<file path="src/rtl/sext_stream.sv">
// sext_stream: streaming sign/zero/ones extender with a 2-entry output FIFO.
//
// Each accepted IN_W-bit sample is extended to OUT_W bits around a per-sample
// sign position (in_msb, clamped to IN_W-1) using the fill selected by in_mode.
// The extended word is stored at acceptance and presented from the FIFO head.
//
// Ports:
//   clk, areset           clock, asynchronous active-high reset
//   in_valid/in_ready     input handshake; in_ready depends only on occupancy
//   in_data/in_msb/in_mode raw sample, sign-bit index, fill mode (00/11 sign, 01 zero, 10 ones)
//   out_valid/out_ready   output handshake
//   out_data              oldest stored extended sample
//   out_count             completed output transfers, saturating
module sext_stream #(
  parameter int unsigned IN_W  = 8,
  parameter int unsigned OUT_W = 32,
  parameter int unsigned CNT_W = 16,
  parameter int unsigned MSB_W = $clog2(IN_W)
) (
  input  logic             clk,
  input  logic             areset,
  input  logic             in_valid,
  output logic             in_ready,
  input  logic [IN_W-1:0]  in_data,
  input  logic [MSB_W-1:0] in_msb,
  input  logic [1:0]       in_mode,
  output logic             out_valid,
  input  logic             out_ready,
  output logic [OUT_W-1:0] out_data,
  output logic [CNT_W-1:0] out_count
);

  localparam logic [MSB_W-1:0] MaxMsb = MSB_W'(IN_W - 1);

  logic [OUT_W-1:0] mem_q [2];
  logic             wr_ptr_q, rd_ptr_q;
  logic [1:0]       occ_q, occ_d;
  logic [CNT_W-1:0] count_q, count_d;

  logic             push, pop;
  logic [MSB_W-1:0] msb_eff;
  logic             fill;
  logic [OUT_W-1:0] ext;

  // Extension of the current input sample
  always_comb begin
    msb_eff = (in_msb > MaxMsb) ? MaxMsb : in_msb;
    unique case (in_mode)
      2'b01:   fill = 1'b0;
      2'b10:   fill = 1'b1;
      default: fill = in_data[msb_eff];
    endcase
    ext = {OUT_W{fill}};
    for (int unsigned i = 0; i < IN_W; i++) begin
      if (i <= 32'(msb_eff)) ext[i] = in_data[i];
    end
  end

  // Handshakes depend on registered occupancy only
  assign in_ready  = (occ_q != 2'd2);
  assign out_valid = (occ_q != 2'd0);
  assign out_data  = mem_q[rd_ptr_q];

  assign push = in_valid && in_ready;
  assign pop  = out_valid && out_ready;

  always_comb begin
    occ_d = occ_q;
    unique case ({push, pop})
      2'b10:   occ_d = occ_q + 2'd1;
      2'b01:   occ_d = occ_q - 2'd1;
      default: occ_d = occ_q;
    endcase
  end

  always_comb begin
    count_d = count_q;
    if (pop && (count_q != {CNT_W{1'b1}})) count_d = count_q + 1'b1;
  end

  assign out_count = count_q;

  always_ff @(posedge clk or posedge areset) begin
    if (areset) begin
      mem_q    <= '{default: '0};
      wr_ptr_q <= 1'b0;
      rd_ptr_q <= 1'b0;
      occ_q    <= 2'd0;
      count_q  <= '0;
    end else begin
      if (push) begin
        mem_q[wr_ptr_q] <= ext;
        wr_ptr_q        <= ~wr_ptr_q;
      end
      if (pop) rd_ptr_q <= ~rd_ptr_q;
      occ_q   <= occ_d;
      count_q <= count_d;
    end
  end

endmodule
</file>
<file path="config.mk">
export PLATFORM = sky130hd
export DESIGN_NAME = sext_stream
export DESIGN_NICKNAME = d
export VERILOG_FILES = /design/src/rtl/sext_stream.sv
export SDC_FILE = /design/constraint.sdc
export NUM_CORES = 1
export LEC_CHECK = 0
export CAP_MARGIN = 20
export CORE_UTILIZATION = 38
export CTS_CLUSTER_DIAMETER = 30
export DETAILED_ROUTE_END_ITERATION = 7
export GPL_TIMING_DRIVEN = 0
export PLACE_DENSITY = 0.77
export SLEW_MARGIN = 20
export SYNTH_ARGS = -nofsm -noshare
export SYNTH_HDL_FRONTEND = slang
export SYNTH_SLANG_ARGS = --single-unit
</file>
<file path="constraint.sdc">
create_clock -name clk -period 3.35 [get_ports clk]
set_clock_uncertainty 0.15 [all_clocks]
set_input_delay 0.67 -clock clk [delete_from_list [all_inputs] [get_ports clk]]
set_output_delay 0.67 -clock clk [all_outputs]
set_load 0.03 [all_outputs]
</file>
* Word level (Yosys, flattened, before mapping) *
Index checks and enable logic that the tools add are counted.

storage, ports and cells
  register bits after elaboration = 84
  input bits = 17
  word-level logic and storage cells = 55

operators by class
  add/subtract/negate cells = 3
  magnitude comparators = 12
  equality and inequality tests = 6
  mux-type cells = 18
  bitwise logic cells = 4
  reductions and logical operators = 6

operators by type and width
  operator                                             count
  2-to-1 mux 32 bit                                    4
  bitwise mux 64 bit                                   1
  demux 32 bit (select 1 bit)                          1
  adder 16 x 1 -> 16 bit (second input constant)       1
  inequality test 16 bit (second input constant)       1
  <= comparator 3 bit (first input constant)           4
  2-to-1 mux 1 bit                                     8
  <= comparator 2 x 3 -> 1 bit (first input constant)  2
  == test 2 x 1 -> 1 bit (second input constant)       2
  == test 2 bit (second input constant)                2
  >= comparator 2 bit (second input constant)          2
  logical AND 1 bit                                    4
  < comparator 3 x 4 -> 1 bit (second input constant)  1
  inverter 1 -> 2 bit                                  2
  case mux 2 bit (2 select lines)                      1
  nonzero test 2 bit                                   2
  binary-select mux 1 bit (select 3 bit)               1
  > comparator 3 bit (second input constant)           1
  <= comparator 1 x 3 -> 1 bit (first input constant)  1
  2-to-1 mux 3 bit                                     1
  adder 2 x 1 -> 2 bit (second input constant)         1
  < comparator 2 x 1 -> 1 bit (second input constant)  1
  inequality test 2 bit (second input constant)        1
  inverter 1 bit                                       2
  2 further kinds                                      2

* Logic depth before layout (Yosys ltp) *
Gate-level depths: netlist of run 1.

  depth in word-level cells = 7
  gate-level depth with buffers = 7

* Worst setup path after synthesis of run 1 *
No wires, ideal clock.

  path kind = register to output
  from = register rd_ptr_q
  to = output port out_data[10]
  data arrival time = 1.443 ns
  data required time = 2.530 ns
  slack = 1.087 ns
  stages on the path, launching flop included = 4
  path buffers = 2
  cells stage by stage = dfrtp_1 clkbuf_1 mux2_2 buf_4

between the ends
  word-level cells in the longest chain between the ends = 4

RTL lines
  item                                                  RTL line  source
  start: declaration                                    36        logic wr_ptr_q, rd_ptr_q;
  start signal: assignment                              95        if (pop) rd_ptr_q <= ~rd_ptr_q;
  inverter 1 -> 2 bit (implied by the code)             62        assign out_data = mem_q[rd_ptr_q];
  2-to-1 mux 32 bit (implied by the code) (3 in a row)  62
  end: declaration                                      29        output logic [OUT_W-1:0] out_data,

No other way between the ends. The select of a mux whose other input is x is not followed.

* Final worst setup path of run 1 *
  from = register rd_ptr_q
  to = output port out_data[13]

The elaborated chain is that of the path after synthesis.

==> metrics.md, run 1 <==
| Metric | Value |
|---|---|
| Status | finished, final reports clean |
| Cell variety after synth | 45 |
| Post-synth top area share | ~43% |
| Number of global-route vias before repair | between 1500 and 2000 |
| Fin nets | 308 |
| Power per cell area | between 1000 and 1500 nW/um2 |
| Max Cap Viol | 0 |
| Top_reg_cell synth | dfrtp_1 |
| I/O Pins | between 60 and 70 |
| Minimum clock period | between 3000 and 4000 ps |
| Flops & latches, synth | 38 |
| Initial Util | roughly two fifths |
| Top cells by count, synth | 38 x dfrtp_1, 29 x nand2_1, 23 x buf_4, 11 x xor2_1, 10 x mux2_2 |
| RR Startpoint | occ_q[0] |
| CTS buffer count | 5 |
| RSZ-0062 raised after global routing | false |
| Die Width | 78.56 um |
| Post-synthesis sequential area ratio | a little over two fifths |
| FMAX | ~320 MHz |
| Critical path arrival | 2320 ps |
| Yosys top cell by area | dfrtp_1 |
| Peak supply drop | ~0.56 mV |
| Seq pwr share | between 20% and 30% |
| Number of flops mapped to enable cells by yosys | 0 |
| R2R Setup Slk | around 1400 ps |
| Fill cells | approximately 510 |
| Clk sink count | 38 |
| Post-CTS Resized | 0 |
| CTS tree | done |
| Worst hold path type | register to register |
| Syn Inst Count | 216 |
| Clk root buf | clkbuf_8 |
| Via density | 5.061 |
| Setup TNS | 0 ps |
| Final wirelength | 4931 um |
| Max Buffers Root-to-Sink | 2 |
| Layout cells sized above 1 | just over 20% |
| Post-Place Worst Slack | 320.5 ps |
| Internal Power | 1.833 mW |
| Power share of the clock group | 10.0% |
| Yosys warns | 0 |
| Setup violators final | 0 |
| Die Ht | 78.56 um |
| Reg2Reg Depth | 4 |
| Critical path type | register to output port |
| Crit. Startpoint | rd_ptr_q |
| Sequential cell area | between 900 and 1000 um2 |
| Syn-to-layout area delta | 38.09% |
| Crit end category | output port |
| Core area | 5574 um2 |
| Top-count cell post-synth | dfrtp_1 |
| Gate power share | around two thirds |
| Num rows | 27 |
| Switch Pwr | ~1.5 mW |
| Clock Latency Late Sink | around 290 ps |
| Final Cycle Share | between 90% and 100% |
| Drt drc | 0 |
| DRC marker count from the first detailed-route iteration | 65 |
| Multi-input logic area | roughly 1100 um2 |
| Top cells by area, synth | dfrtp_1 43%, buf_4 7.8%, mux2_2 5.1% |
| Drt pass-1 iters | 4 |
| Clock-pin slew on the worst setup and hold paths | ~80 ps |
| Routed Antenna Nets | 0 |
| Pin count of the biggest net entering global routing | 33 |
| Global Route Usage Sum | between 10% and 20% |
| Antenna cells | 0 |
| Worst slew pin tran | around 560 ps |
| Vias | roughly 1800 |
| RR Endpoint | out_count[15] |
| Routability congestion estimate | 0.7689 |
| Share of flip-flops with an asynchronous set or reset | 100.0% |
| Worst slew margin | 62.38% |
| Wire per inst | around 14 um |
| Critical Path RT | 2530 ps |
| Startpoint Class | register |
| DP Wirelength | 3611 um |
| Worst Path Max Fanout | 24 |
| Fin. Hold Viols | 0 |
| I/O Buffers | 65 |
| Post-CTS Setup Bufs | 0 |
| Initial antenna violation count | 0 |
| First-pass GRT wire length | 8169 um |
| Grt total ovfl | 0 |
| Slew Viols, Final | 0 |
| H-tree levels | 2 |
| Syn nets | 236 |
| Final setup margin | approximately 210 ps |
| Lkg Pwr | 1.371 nW |
| Net switching fraction of the power | between 40 and 50% |
| Crit path capture | out_data[13] |
| Post-Synthesis Cell Area | around 2200 um2 |
| CTS Hold Bufs | 0 |
| Die ar. | 6171 um2 |
| Avg Inst Size Synth | 10.31 um2 |
==> cells in the final DEF (no fill, tap or decap), types with 3 or more instances in the layout <==
master,instances
nand2_1,29
nand4_2,3
clkdlybuf4s50_1,65
ha_1,3
xor2_1,11
nor2_1,8
nor3_1,4
xnor2_1,5
dfrtp_1,38
o21ai_1,5
and2_1,3
nand3_1,5
clkbuf_8,6
clkbuf_1,3
mux2_2,10
o221ai_1,6
nor4_1,6
mux2i_1,8
buf_4,23
and3_1,3
inv_1,4
nand2b_1,3
nand4_1,4
o21ai_0,3
==> area by class of cell <==
type                       instances  share of cell area, %
timing repair buffer              66                  21.81
buffer                            27                  6.387
sequential                        38                  30.92
clock inverter                     1                 0.1627
clock buffer                       7                  2.807
multi-input combinational        145                  34.38
inverter                           5                 0.6103
tap                               72                  2.929
==> through the flow <==
step / total power, mW / area (um2) / hold WS, ps / util (%) / std cells
after floorplan: 2.209 / 2227 / 291.0 / - / 216
after global placement: 2.956 / 2968 / 306.7 / 53.24 / 353
final: 3.296 / 3075 / 330.3 / 55.17 / 361
after global routing: 3.490 / 3075 / 371.3 / 55.17 / 361
after detailed placement: 2.992 / 2988 / 314.1 / 53.60 / 354
after CTS: 3.328 / 3075 / 334.8 / 55.17 / 361
==> worst max-delay path: stages (launching register included) <==
cell             delay [ps]
dfrtp_1                 660
mux2_2                  520
buf_4                   180
clkdlybuf4s50_1         670
==> layer usage <==
metal / up-vias / routed length [um] / global-route usage, % / part of all wire, %
li1: 897 / - / - / -
met1: 870 / 2252 / 22.60 / 46
met2: 54 / 2348 / 26.43 / 48
met3: 6 / 288 / 3.953 / 5.8
met4: 0 / 41 / 5.185 / 0.83
met5: - / 0 / 0 / 0
==> kinds of logic (layout without fill, tap and decap cells) <==
kind of cell / count (synthesis) / after routing / synth area share (%)
AOI/OAI and AO/OA: 26 / 26 / 9.381
buffers and inverters: 33 / 106 / 9.831
muxes: 21 / 21 / 10.84
DFF: 38 / 38 / 42.70
adders and majority gates: 3 / 3 / 1.686
xor gates and xnor gates: 16 / 16 / 6.292
and+or+nand+nor: 79 / 79 / 19.27
==> flip-flops by register name, summed over array words and instances (netlist names) <==
signal	flops
rd_ptr_q	1
wr_ptr_q	1
occ_q	2
mem_q	18
out_count	16
==> power groups by stage <==
stage / registers [mW] / logic [mW] / clock network, mW
finish: 0.786 / 2.18 / 0.329
global route: 0.812 / 2.32 / 0.358
CTS: 0.786 / 2.20 / 0.338
detailed placement: 0.764 / 2.23 / 0
global placement: 0.759 / 2.20 / 0
floorplan: 0.811 / 1.40 / 0
==> worst min path at each step <==
| stage | start | slack [ps] | cells after the start | endpoint |
|---|---|---|---|---|
| 2_1_floorplan | mem_q[30] | 290 | 2 | mem_q[30] |
| 6_report | mem_q[2] | 330 | 2 | mem_q[2] |
| 4_1_cts | mem_q[32] | 330 | 2 | mem_q[32] |
| 3_3_place_gp | mem_q[32] | 310 | 2 | mem_q[32] |
| 5_1_grt | mem_q[3] | 370 | 2 | mem_q[3] |
| 3_5_place_dp | mem_q[32] | 310 | 2 | mem_q[32] |
Note: power is estimated with default switching activity, not from simulation.
==> inputs of run 2 (changes only) <==
Settings changed: CAP_MARGIN 20 to not set.
==> results of run 2 <==
Final layout, timing and power as in run 1 (identical DEF).
==> inputs of run 3 (changes only) <==
Clock period 3.35 ns to 2.9 ns, I/O delays scaled along.
==> run 3 against run 2 <==
Compared with the run above: sequential share of layout area hardly changed; global-route usage is 0.099 points higher; first-iteration DRC count is 15% higher; non-clock buffer count stayed put; power is 16% higher; hold slack hardly changed; combinational power is 16% higher; sequential cell count stayed put; critical path depth stayed put; via count is 0.27% higher; setup slack worse by 70 ps; register-to-register slack worse by 450 ps; critical path type unchanged.
==> metrics.md, run 3 (same netlist as run 1, synthesis figures left out) <==
| Metric | Value |
|---|---|
| Antenna cells | 0 |
| First-pass GRT wire length | 8197 um |
| Seq pwr share | about a quarter |
| Clock-pin slew on the worst setup and hold paths | about 80 ps |
| Critical path arrival | slightly above 2000 ps |
| Initial Util | 39.96% |
| Final Cell Area | about 3100 um2 |
| Worst slew margin | 62.88% |
| Peak supply drop | about 0.64 mV |
| Power share of the clock group | 10.0% |
| Largest register by flop count | mem_q |
| I/O Buffers | between 60 and 70 |
| Via density | between 5 and 6 |
| Minimum clock period | between 2000 and 3000 ps |
| Syn-to-layout area delta | 38.31% |
| Clock Latency Late Sink | approximately 290 ps |
| Design Power | about 3.8 mW |
| Die ar. | 6171 um2 |
| H-tree levels | 2 |
| Status | finished, final reports clean |
| RSZ-0062 raised after global routing | false |
| Fill cells | ~510 |
| Layout cells sized above 1 | 20.76% |
| Switch Pwr | 1.694 mW |
| FMAX | 362.3 MHz |
| Global Route Usage Sum | 16.87% |
| Core area | roughly 5600 um2 |
| Max FFs per register | 18 |
| Final Cycle Share | a little over nine tenths |
| Commonest cells after routing, fill and taps aside | 65 x clkdlybuf4s50_1, 37 x dfrtp_1, 29 x nand2_1 |
| Crit path capture | out_data[13] |
| Lkg Pwr | 1.373 nW |
| Num rows | 27 |
| Startpoint Class | register |
| Die Ht | roughly 79 um |
| Drt pass-1 iters | 4 |
| CTS buffer count | 5 |
| Crit end category | output port |
| Vias | ~1800 |
| Final setup margin | around 140 ps |
| Core Util, Final | ~55% |
| Routability congestion estimate | roughly 0.77 |
| Net switching fraction of the power | 44.37% |
| Worst Path Max Fanout | 24 |
| Wire per inst | 13.65 um |
| Critical Path RT | about 2200 ps |
| Pin count of the biggest net entering global routing | 33 |
| Most common cell after layout, fill and taps aside | clkdlybuf4s50_1 |
| Worst slew pin tran | 554.8 ps |
| Fin nets | slightly above 300 |
| RR Startpoint | out_count[3] |
| CTS tree | done |
| R2R Setup Slk | approximately 990 ps |
| Slew Viols, Final | 0 |
| DP Wirelength | ~3600 um |
| Placed Area | around 3000 um2 |
| Internal Power | around 2.1 mW |
| Setup violators final | 0 |
| Final wirelength | roughly 5000 um |
| DRC marker count from the first detailed-route iteration | 75 |
| Fin. Hold Viols | 0 |
| Crit. Startpoint | rd_ptr_q |
| Routed Antenna Nets | 0 |
| Clk root buf | clkbuf_8 |
| Initial antenna violation count | 0 |
| Gate power share | between 60% and 70% |
| Grt total ovfl | 0 |
| Critical path type | register to output port |
| Clk sink count | 38 |
| Post-CTS Setup Bufs | 0 |
| Max Buffers Root-to-Sink | 2 |
| Drt drc | 0 |
| RR Endpoint | out_count[15] |
| Die Width | 78.56 um |
| Number of global-route vias before repair | about 1700 |
| Worst hold path type | register to register |
| Reg2Reg Depth | 5 |
| Power per cell area | about 1200 nW/um2 |
| Max Cap Viol | 0 |
| I/O Pins | 67 |
| Post-Place Worst Slack | -39.48 ps |
run 3: cell counts in the layout (fill, tap and decap cells not counted):
Identical to the previous run, type by type.
run 3: worst max-delay path: stages (launching register included):
cell	delay, ps
dfrtp_2	540
mux2_4	440
buf_4	160
clkdlybuf4s50_1	590
run 3: final cells by class:
class                      count  area (um2)  share of cell area (%)
multi-input combinational    145        1061                   34.44
sequential                    38       952.2                   30.91
timing repair buffer          66       670.6                   21.77
buffer                        27       196.4                   6.377
tap                           72       90.09                   2.924
clock buffer                   7       86.33                   2.803
inverter                       5       18.77                  0.6093
clock inverter                 1       5.005                  0.1625
run 3: repair_timing:
item / CTS / global route
hold buffers: 0 / 0
setup endpoints to repair: 24 / 0
gates resized for setup: 2 / 0
run 3: how the worst min path moves through the flow:
stage	start	endpoint	slack [ps]	cells past startpoint
CTS	mem_q[32]	mem_q[32]	330	2
floorplan	mem_q[30]	mem_q[30]	290	2
detailed placement	mem_q[32]	mem_q[32]	310	2
global placement	mem_q[32]	mem_q[32]	310	2
global route	areset	out_count[11]	370	2
finish	mem_q[2]	mem_q[2]	330	2
run 3: metrics by stage:
| stage | setup TNS [ps] | hold WS [ps] | instances |
|---|---|---|---|
| finish | 0 | 330.5 | 361 |
| global route | 0 | 365.9 | 361 |
| CTS | 0 | 334.8 | 361 |
| detailed placement | -603.3 | 314.1 | 354 |
| global placement | -388.9 | 306.7 | 353 |
| floorplan | 0 | 291.0 | 216 |
run 3: layer usage:
| metal | up-vias | global-route usage (%) | routed length [um] |
|---|---|---|---|
| met5 | - | 0 | 0 |
| met4 | 0 | 5.185 | 41 |
| met3 | 6 | 3.953 | 293 |
| met2 | 55 | 26.43 | 2346 |
| met1 | 875 | 22.89 | 2247 |
| li1 | 896 | - | - |
run 3: power groups by stage:
| stage | clock network [mW] | registers, mW | logic [mW] |
|---|---|---|---|
| 2_1_floorplan | 0 | 0.937 | 1.62 |
| 3_3_place_gp | 0 | 0.877 | 2.54 |
| 3_5_place_dp | 0 | 0.883 | 2.57 |
| 4_1_cts | 0.390 | 0.912 | 2.55 |
| 5_1_grt | 0.416 | 0.942 | 2.68 |
| 6_report | 0.381 | 0.912 | 2.52 |
